## src/rtl/mul_seq_ctrl.sv

```systemverilog
// mul_seq_ctrl: iterative RV32M multiplier (MUL/MULH/MULHSU/MULHU) sequencing one shared 32-bit adder.
module claAdder32 (
  input  logic [31:0] x,
  input  logic [31:0] y,
  input  logic        c_in,
  output logic [31:0] sum,
  output logic        c_out
);
  assign {c_out, sum} = {1'b0, x} + {1'b0, y} + {32'b0, c_in};
endmodule

module mul_seq_ctrl #(
  parameter int XLEN = 32
) (
  input  logic            clk,
  input  logic            rst,
  input  logic            start,
  input  logic            flush,
  input  logic [1:0]      op,
  input  logic [XLEN-1:0] a,
  input  logic [XLEN-1:0] b,
  output logic            busy,
  output logic            done,
  output logic [XLEN-1:0] result
);
  typedef enum logic [2:0] {IDLE, NEG_A, NEG_B, CALC, NEG_LO, NEG_HI, DONE} state_t;
  state_t state;
  logic [31:0] mcand, hi, lo, x, y, sum;
  logic [4:0] cnt;
  logic [1:0] op_r;
  logic cneg, psign, c_in, c_out, sa, sb, nb;
  assign sa = (op == 2'b01 || op == 2'b10) && a[31];
  assign sb = op == 2'b01 && b[31];
  assign nb = op_r == 2'b01 && lo[31];
  assign busy = state != IDLE && state != DONE;
  assign done = state == DONE;
  always_comb begin
    x = state == NEG_A ? ~mcand : (state == NEG_B || state == NEG_LO) ? ~lo :
        state == NEG_HI ? ~hi : state == CALC ? hi : 32'b0;
    y = (state == CALC && lo[0]) ? mcand : 32'b0;
    c_in = state == NEG_A || state == NEG_B || state == NEG_LO || (state == NEG_HI && cneg);
  end
  claAdder32 u_add (.x(x), .y(y), .c_in(c_in), .sum(sum), .c_out(c_out));
  always_ff @(posedge clk or posedge rst) begin
    if (rst) begin
      state <= IDLE;
      mcand <= '0;
      hi <= '0;
      lo <= '0;
      cnt <= '0;
      op_r <= '0;
      cneg <= 1'b0;
      psign <= 1'b0;
      result <= '0;
    end else if (flush && busy) begin
      state <= IDLE;
    end else begin
      case (state)
        IDLE: if (start && !flush) begin
          mcand <= a;
          lo <= b;
          hi <= '0;
          cnt <= '0;
          op_r <= op;
          psign <= sa ^ sb;
          state <= sa ? NEG_A : sb ? NEG_B : CALC;
        end
        NEG_A: begin
          mcand <= sum;
          state <= nb ? NEG_B : CALC;
        end
        NEG_B: begin
          lo <= sum;
          state <= CALC;
        end
        CALC: begin
          hi <= {c_out, sum[31:1]};
          lo <= {sum[0], lo[31:1]};
          cnt <= cnt + 5'd1;
          if (cnt == 5'd31) begin
            state <= psign ? NEG_LO : DONE;
            if (!psign) result <= op_r == 2'b00 ? {sum[0], lo[31:1]} : {c_out, sum[31:1]};
          end
        end
        NEG_LO: begin
          lo <= sum;
          cneg <= c_out;
          state <= NEG_HI;
        end
        NEG_HI: begin
          hi <= sum;
          result <= op_r == 2'b00 ? lo : sum;
          state <= DONE;
        end
        default: state <= IDLE;
      endcase
    end
  end
endmodule

```

## config.mk

```make
export PLATFORM = sky130hd
export DESIGN_NAME = mul_seq_ctrl
export DESIGN_NICKNAME = d
export VERILOG_FILES = /design/src/rtl/mul_seq_ctrl.sv
export SDC_FILE = /design/constraint.sdc
export NUM_CORES = 1
export LEC_CHECK = 0
export BUFFER_PORTS_ARGS = -buffer_cell sky130_fd_sc_hd__buf_4
export CAP_MARGIN = 15
export CORE_MARGIN = 3
export CORE_UTILIZATION = 50
export CTS_CLUSTER_DIAMETER = 30
export DETAILED_ROUTE_END_ITERATION = 8
export GPL_TIMING_DRIVEN = 0
export PLACE_DENSITY = 0.69
export SYNTH_ARGS = -nofsm -noshare
export SYNTH_HDL_FRONTEND = slang
export SYNTH_HIERARCHICAL = 1
export SYNTH_SLANG_ARGS = --single-unit
```

## constraint.sdc

```tcl
create_clock -name clk -period 4.8 [get_ports clk]
set_clock_uncertainty 0.05 [all_clocks]
set_input_delay 0.48 -clock clk [delete_from_list [all_inputs] [get_ports clk]]
set_output_delay 0.48 -clock clk [all_outputs]
set_load 0.02 [all_outputs]
```

==> results of run 1 <==
[path summary, 6_finish.rpt]
kind,end,slack [ns]
max in group asynchronous,cneg,3.83
max,hi[24],0.13
max reg2reg,hi[24],0.13
min,result[18],0.01
min in group clk,op_r[0],0.23
min reg2reg,result[17],0.44
[state kept, by name (all words and copies together), names as in the netlist]
signal,flops
cneg,1
cnt,5
hi,32
lo,32
mcand,32
op_r,2
psign,1
result,32
state,3
[power groups by stage]
stage,combinational (mW),clock [mW],sequential (mW)
6_report,3.36,1.43,1.88
2_1_floorplan,2.28,0,1.75
5_1_grt,3.65,1.48,1.91
3_5_place_dp,3.09,0,1.87
3_3_place_gp,3.03,0,1.87
4_1_cts,3.17,1.43,1.86
[cell families after synthesis]
family	after synthesis
xor gates and xnor gates	32
buffers and inverters	114
muxes	131
AOI/OAI and AO/OA	391
and+or+nand+nor	357
adders and majority gates	37
DFF	140
[cells in the mapped netlist, types with 32 or more instances]
cell                        number
sky130_fd_sc_hd__a22o_1         32
sky130_fd_sc_hd__clkbuf_1       53
sky130_fd_sc_hd__o21ai_0       110
sky130_fd_sc_hd__o31ai_1        36
sky130_fd_sc_hd__mux2i_1        66
sky130_fd_sc_hd__nor2_1         82
sky130_fd_sc_hd__o2111ai_1      32
sky130_fd_sc_hd__mux2_2         35
sky130_fd_sc_hd__a21oi_1        76
sky130_fd_sc_hd__nand2_1       156
sky130_fd_sc_hd__and3_1         37
sky130_fd_sc_hd__ha_1           35
sky130_fd_sc_hd__nor3b_1        34
sky130_fd_sc_hd__dfrtp_1       140
[area by class of cell]
class	count	area share
multi-input cells	948	0.524
flip-flops and latches	140	0.276
repair buffers	126	0.0763
plain buffers	99	0.0445
clock buffers	18	0.0338
well taps	270	0.0266
clock inverters	14	0.0146
inverters	14	0.00463
[worst register-to-register path: cells and delay by family, from the launching register on]
family          cells  cell delay, ns
compound gates     10            2.13
fa+ha+maj           2            0.87
buf+inv             4            0.82
flops               1            0.39
mux                 1            0.30
[metal layers]
metal / vias up / track usage
li1: 4758 / -
met1: 5126 / 0.445
met2: 505 / 0.492
met3: 75 / 0.0595
met4: 2 / 0.107
met5: - / 0.0159
[what timing repair did]
action                                  in CTS  in global routing
pin swaps                                    4                 11
setup buffers                                5                 16
resized for setup                           30                 40
endpoints found under the setup margin      59                 41
==> results, run 1 <==
- The run finished with clean final reports.
- The met3 wire length is 2.73 mm.
- Of the cells placed in the final design, the portion with a size suffix greater than 1 is 0.217.
- Internal power comes to 3.67 mW.
- The count of input and output buffers is 103.
- The via-per-instance ratio is 6.42.
- In this run the worst path has a maximum fanout of 10.
- The number of nets in the synthesized netlist is 1309.
- The post-synthesis area per instance is 8.78 sq um.
- The multiplexer share of the synthesized area is 0.132.
- STA classifies the critical path startpoint as a flip-flop.
- The final max-slew violation count is 0.
- The maximum clock frequency is 0.214 GHz.
- The share of the yosys chip area belonging to registers is 0.332.
- The multi-input combinational cells in the finished layout cover a total of 6670 sq um.
- The number of ports placed on the die boundary is 104.
- The total of max-cap violations is 0.
- The routed design uses 16.6 mm of met2 wire.
- The number of antenna diodes in the final layout is 0.
- The library cell used most frequently in the layout, excluding fill and tap cells, is sky130_fd_sc_hd__nand2_1.
- The count of final setup violators is 0.
- The number of global-route vias before repair is 10000.
- The switching share of total power is 0.449.
- The adder-cell share of the synthesized area is 0.0453.
- The share of power burned in registers is 0.282.
- The cell area after synthesis is 10600 sq um.
- For this configuration, the core starts out at a cell density of 0.515.
- For this run, the number of Yosys warnings is 6.
- At the worst endpoint, the required time is 5.07 ns.
- The total overflow reported by the global router is 0.
- The routed layout has 10500 vias.
- The combinational family with the most area after synthesis is compound AO/OA/AOI/OAI gates.
- The share of synthesized area in the top cell type comes to 0.332.
- The core region is 20500 sq um.
- IR analysis of the VDD net gives a maximum drop of 0.000275 V.
- The pre-CTS worst setup slack is -0.799 ns.
- Leaving out filler cells and counting taps, the final layout contains 1629.
- The clock net sink count is 140.
- The clock tree from TritonCTS is built.
- The share of the cycle needed by the critical path after routing is 0.972.
- The area growth from synthesis to layout is 20.4%.
- The first routing iteration left 1123 violations.
- Once detailed placement completed, the half-perimeter wirelength came to 25.7 mm.
- In this run the number of cells on the critical path is 17.
- The top cell family by delay on the critical path is compound AO/OA/AOI/OAI gates.
- After synthesis, the netlist uses 71 different library cells.
- The cell count after placement is 1576.
- Row generation in the floorplan step produced 52 rows.
- The final net count is 1453.
- In the synthesized netlist, the number of instances is 1202.
- Measured in cells, the most critical reg-to-reg path has a length of 17.
- In this run, post-CTS hold repair placed 0 buffers.
- The filler cells instantiated in the layout total 1824.
- The area of all placed cells without fillers is 12700 sq um.
- The combinational share of power is 0.504.
- In this run the worst setup path begins at state[1].
- The setup slack after layout is 0.134 ns.
- The compound-gate portion of the synthesized area is 0.246.
- Clock tree synthesis selected as its root buffer the cell sky130_fd_sc_hd__clkbuf_16.
- The die covers 22900 sq um.
- Summing internal, switching and leakage power gives 6.67 mW.
- The clock latency at the later pin of the worst-skew pair is 0.44 ns.
- STA classifies the critical path endpoint as a flip-flop.
- The final antenna-violating net count is 0.
- The detailed-route wire length on metal 1 is 16.1 mm.
- Of the total synthesized cell area, the portion taken by AND, OR, NAND and NOR gates is 0.164.
- The most common flop cell mapped by yosys is sky130_fd_sc_hd__dfrtp_1.
- For this design, the slowest cell found on the critical path is sky130_fd_sc_hd__fa_1.
- The total routed wirelength is 36.3 mm.
- The tightest hold path in the finished design has a slack of 0.0128 ns.
- In the layout the commonest cells are 155 x sky130_fd_sc_hd__nand2_1, 140 x sky130_fd_sc_hd__dfrtp_1, 135 x sky130_fd_sc_hd__buf_4.
- The largest single stage delay on the critical path is 0.44 ns.
- The aggregate negative setup slack is 0 ns.
- The share of total power dissipated in the clock network is 0.214.
- For this design the ratio of total power to cell area is 525 nW/um^2.
- For the pin with the worst max-slew slack, the measured transition is 0.894 ns.
- In this run the critical register-to-register path is launched from state[1].
- Data on the critical path arrives at its endpoint at 4.93 ns.
- The analysis attributes to cell leakage a power of 5.77 nW.
- The share of synthesized registers carrying an async set or reset is 1.00.
- The number of design rule violations left after detail routing is 0.
- Entering global routing, the biggest net connects 95 pins.
- The highest metal layer with signal wires is met5.
- The critical path contains buffers and inverters numbering 4 combined.
- In this run, CTS created clock tree buffers numbering 17.
- The first-pass GRT wire length is 56.4 mm.
- The routed wirelength normalized by instance count is 22.3 microns.
- The synthesized design spends more area on one cell type than any other, namely sky130_fd_sc_hd__dfrtp_1.
- In the global route stage, overall resource usage came out at 0.317.
- The number of antenna violations at the first check in global routing is 0.
- In this run the horizontal extent of the chip is 151 microns.
- The standard cell area after detailed placement is 11700 sq um.
- The worst pin sits at a relative slew slack of 0.401.
- Measured along the y axis, the die boundary spans 151 microns.
- The tightest min-delay check is of the input pin to async pin type.
- At the end of the flow the core is filled with cells to 0.620.
- In this run, synthesis inferred 0 flip-flops with an integrated enable.
- Of the total synthesized cell area, the portion taken by XOR and XNOR cells is 0.0283.
- Clock-pin slew was measured on the worst setup and hold paths at 0.07 ns.
- The signal on the critical path passes through buf_6, buf_6, buf_4, buf_4, a21oi_1, o21a_1, fa_1, fa_1, a21o_1, a221oi_4, o211ai_1, a21oi_2, o31ai_2, o31ai_1, a41oi_2, a22o_1, mux2_1.
- The flip-flop and latch count after synthesis is 140.
- The final number of hold-violating endpoints is 0.
- The H-tree level count is 4.
- The worst path in the final design needs a cycle of 4.67 ns, including I/O delays and setup.
- The analysis attributes to net switching a power of 3.00 mW.
- The iteration count of the initial detailed-routing pass is 5.
- The maximum number of buffers from clock root to sink is 2.
- After synthesis, the cell types taking the most area are sky130_fd_sc_hd__dfrtp_1 33%, sky130_fd_sc_hd__mux2i_1 6.3%, sky130_fd_sc_hd__nand2_1 5.5%.
- The footprint of the flip-flops and latches is 3500 sq um.
- The worst setup path is of the flip-flop to flip-flop kind.
- At the end of routability-driven placement, the weighted congestion stood at 0.980.
(Power assumes the default switching activity.)
==> run 2: changes to the inputs <==
--- a/config.mk
+++ b/config.mk
@@ -8,11 +8,11 @@
 export BUFFER_PORTS_ARGS = -buffer_cell sky130_fd_sc_hd__buf_4
 export CAP_MARGIN = 15
 export CORE_MARGIN = 3
-export CORE_UTILIZATION = 50
+export CORE_UTILIZATION = 59
 export CTS_CLUSTER_DIAMETER = 30
 export DETAILED_ROUTE_END_ITERATION = 8
 export GPL_TIMING_DRIVEN = 0
-export PLACE_DENSITY = 0.69
+export PLACE_DENSITY = 0.8
 export SYNTH_ARGS = -nofsm -noshare
 export SYNTH_HDL_FRONTEND = slang
 export SYNTH_HIERARCHICAL = 1
==> results, run 2 (synthesis results as in run 1) <==
- The final net count is 1445 (-0.55%).
- The measured slew at the worst slew-check pin is 0.852 ns (-0.0420 ns).
- The total routed wirelength was 35.6 mm (-2.1%).
- The die width is 140 microns (-7.6%).
- The row count is 48 (-7.7%).
- The largest net degree at the start of global routing came to 82 (-14%).
- The critical path in this run is classified as flip-flop to flip-flop.
- The worst setup path is captured at a flip-flop.
- The final number of hold-violating endpoints was 0 (unchanged).
- The area growth from synthesis to layout is 19.4%.
- The CTS buffer count is 17 (unchanged).
- The share of the cycle needed by the critical path after routing came to 0.979 (+0.00732).
- The total core area is 17400 sq um (-15%).
- The clock transition at the register clock pins on the worst setup and hold paths after CTS is 0.06 ns (about the same).
- The total of max-cap violations is 0 (unchanged).
- The worst vdd rail ir drop is 0.000466 V (+69%).
- The via count is 10700 (+1.8%).
- The area occupied by multi-input gates is 6690 sq um (+0.32%).
- The filler cell count is 1353 (-26%).
- The iteration count of the initial detailed-routing pass is 6 (+1).
- After global routing, the most crowded layer is met2.
- The met2 demand-to-capacity share in global routing is 0.548 (+0.0559).
- The total overflow reported by the global router is 0 (unchanged).
- The clock latency at the later pin of the worst-skew pair was 0.43 ns (about the same).
- The worst path required time came to 5.10 ns (+0.03 ns).
- The highest net fanout along the worst path is 10 (unchanged).
- The clock net sink count is 140 (unchanged).
- The cell area power density is 526 nW/um^2 (+0.34%).
- The number of design rule violations left after detail routing is 0 (unchanged).
- The count of input and output buffers is 103 (unchanged).
- The met1 global-route usage is 0.492 (+0.0470).
- The cell leakage power is 5.72 nW (-0.74%).
- The weighted congestion reported at the end of routability-driven placement was 0.952 (-2.8%).
- The arrival time at the worst endpoint was 5.00 ns (+0.07 ns).
- The launching element type of the critical path is a flip-flop.
- The first-pass GRT wire length is 55.9 mm (-1.0%).
- The effective utilization at floorplan came to 0.606 (+0.0910).
- The maximum number of buffers from clock root to sink was 2 (unchanged).
- The area of all placed cells without fillers is 12600 sq um (-0.91%).
- The number of antenna violations at the first check in global routing came to 0 (unchanged).
- The HPWL after detailed placement is 24.8 mm (-3.5%).
- The final max-slew violation count is 0 (unchanged).
- The worst min-delay path class is input pin to async pin.
- The die boundary height is 140 microns (-7.6%).
- The final antenna-violating net count was 0 (unchanged).
- TritonCTS built the clock tree.
- The minimum period implied by the final worst setup slack is 4.70 ns (+0.0351 ns).
- The routed wirelength normalized by instance count is 22.6 microns (+1.2%).
- The count of final setup violators was 0 (unchanged).
- The overall global routing resource usage is 0.355 (+0.0379).
- The fraction of final layout cells with drive strength greater than 1 is 0.213 (-0.00448).
- The DRC marker count from the first detailed-route iteration was 1522 (+36%).
- The number of inserted diodes is 0 (unchanged).
- The run finished with clean final reports.
- The met3 layer usage reported by global route was 0.0766 (+0.0171).
- The standard cell area after detailed placement was 11600 sq um (-0.48%).
- The worst-case hold slack came to 0.0532 ns (+0.0404 ns).
- The tree is rooted in a sky130_fd_sc_hd__clkbuf_16.
- The footprint of the flip-flops and latches is 3500 sq um (unchanged).
- The number of ports placed on the die boundary came to 104 (unchanged).
- The maximum clock frequency is 0.213 GHz (-0.75%).
- The die area is 19500 sq um (-15%).
- The final core utilization was 0.723 (+0.103).
- The library cell used most frequently in the layout, excluding fill and tap cells, is sky130_fd_sc_hd__nand2_1.
- The via-per-instance ratio was 6.77 (+5.3%).
- The number of hold buffers added after CTS was 0 (unchanged).
- In the layout the commonest cells are 154 x sky130_fd_sc_hd__nand2_1, 140 x sky130_fd_sc_hd__dfrtp_1, 126 x sky130_fd_sc_hd__buf_4.
- The H-tree level count is 4 (unchanged).
- The worst slew margin relative to its limit came to 0.429 (+0.0282).
- The number of global-route vias before repair came to 10300 (+2.5%).
-- run 2: stage by stage --
step | setup slack [ns] | setup TNS, ns | power (mW) | instances
finish | 0.0993 | 0 | 6.63 | 1575
detailed placement | -0.726 | -17.07 | 4.94 | 1531
global route | -0.0321 | -0.0941 | 6.96 | 1575
global placement | -1.29 | -192.62 | 4.86 | 1530
floorplan | 0.393 | 0 | 4.03 | 1202
CTS | 0.00337 | 0 | 6.39 | 1562
-- run 2: final timing paths --
check                      slack [ns]    endpoint  depth (start not counted)        from
max reg2reg                       0.1  result[28]                         18    state[2]
max in group asynchronous        3.83      cnt[4]                          3         rst
min                              0.05  result[16]                          2         rst
min in group clk                 0.25     op_r[0]                          2       op[0]
min reg2reg                      0.43  result[19]                          2  result[19]
max                               0.1  result[28]                         18    state[2]
-- run 2: where the power goes --
part / leakage [nW] / switching, mW / total [mW] / internal (mW)
Combinational: 3.64 / 2.04 / 3.35 / 1.31
Clock: 0.286 / 0.548 / 1.39 / 0.843
Sequential: 1.80 / 0.373 / 1.89 / 1.51
-- run 2: worst max-delay path, stage by stage (launching register included) --
cell                        delay, ns
sky130_fd_sc_hd__dfrtp_1         0.43
sky130_fd_sc_hd__buf_8           0.18
sky130_fd_sc_hd__buf_6           0.16
sky130_fd_sc_hd__nor2_4          0.23
sky130_fd_sc_hd__buf_6           0.19
sky130_fd_sc_hd__nand2_1         0.07
sky130_fd_sc_hd__o2111ai_1       0.14
sky130_fd_sc_hd__o31ai_1         0.15
sky130_fd_sc_hd__ha_1            0.39
sky130_fd_sc_hd__and4_1          0.23
sky130_fd_sc_hd__nor4b_4         0.31
sky130_fd_sc_hd__inv_2           0.04
sky130_fd_sc_hd__o311a_1         0.41
sky130_fd_sc_hd__or4_1           0.56
sky130_fd_sc_hd__a31oi_4         0.23
sky130_fd_sc_hd__xor2_2          0.25
sky130_fd_sc_hd__mux2i_1         0.15
sky130_fd_sc_hd__mux2_2          0.28
sky130_fd_sc_hd__o21ai_0         0.16
-- run 2: per-layer routing --
| metal | wire (microns) | part of all wire | vias to the layer above |
|---|---|---|---|
| li1 | - | - | 4737 |
| met4 | 1140 | 0.032 | 0 |
| met5 | 0 | 0 | - |
| met1 | 14500 | 0.41 | 5127 |
| met3 | 3600 | 0.10 | 95 |
| met2 | 16400 | 0.46 | 699 |
-- run 2: timing repair --
item / CTS / global route
setup endpoints to repair: 58 / 39
pin swaps: 3 / 13
gates resized for setup: 29 / 37
buffers inserted: 1 / 12
endpoints found under the hold margin: 0 / 0
cloned: 0 / 0
-- run 2: cell type report --
cell class                 count  share of cell area
clock buffer                  21              0.0365
clock inverter                10              0.0111
tap                          225              0.0223
sequential                   140               0.278
timing repair buffer         118              0.0719
buffer                        99              0.0447
multi-input combinational    948               0.531
inverter                      14             0.00467
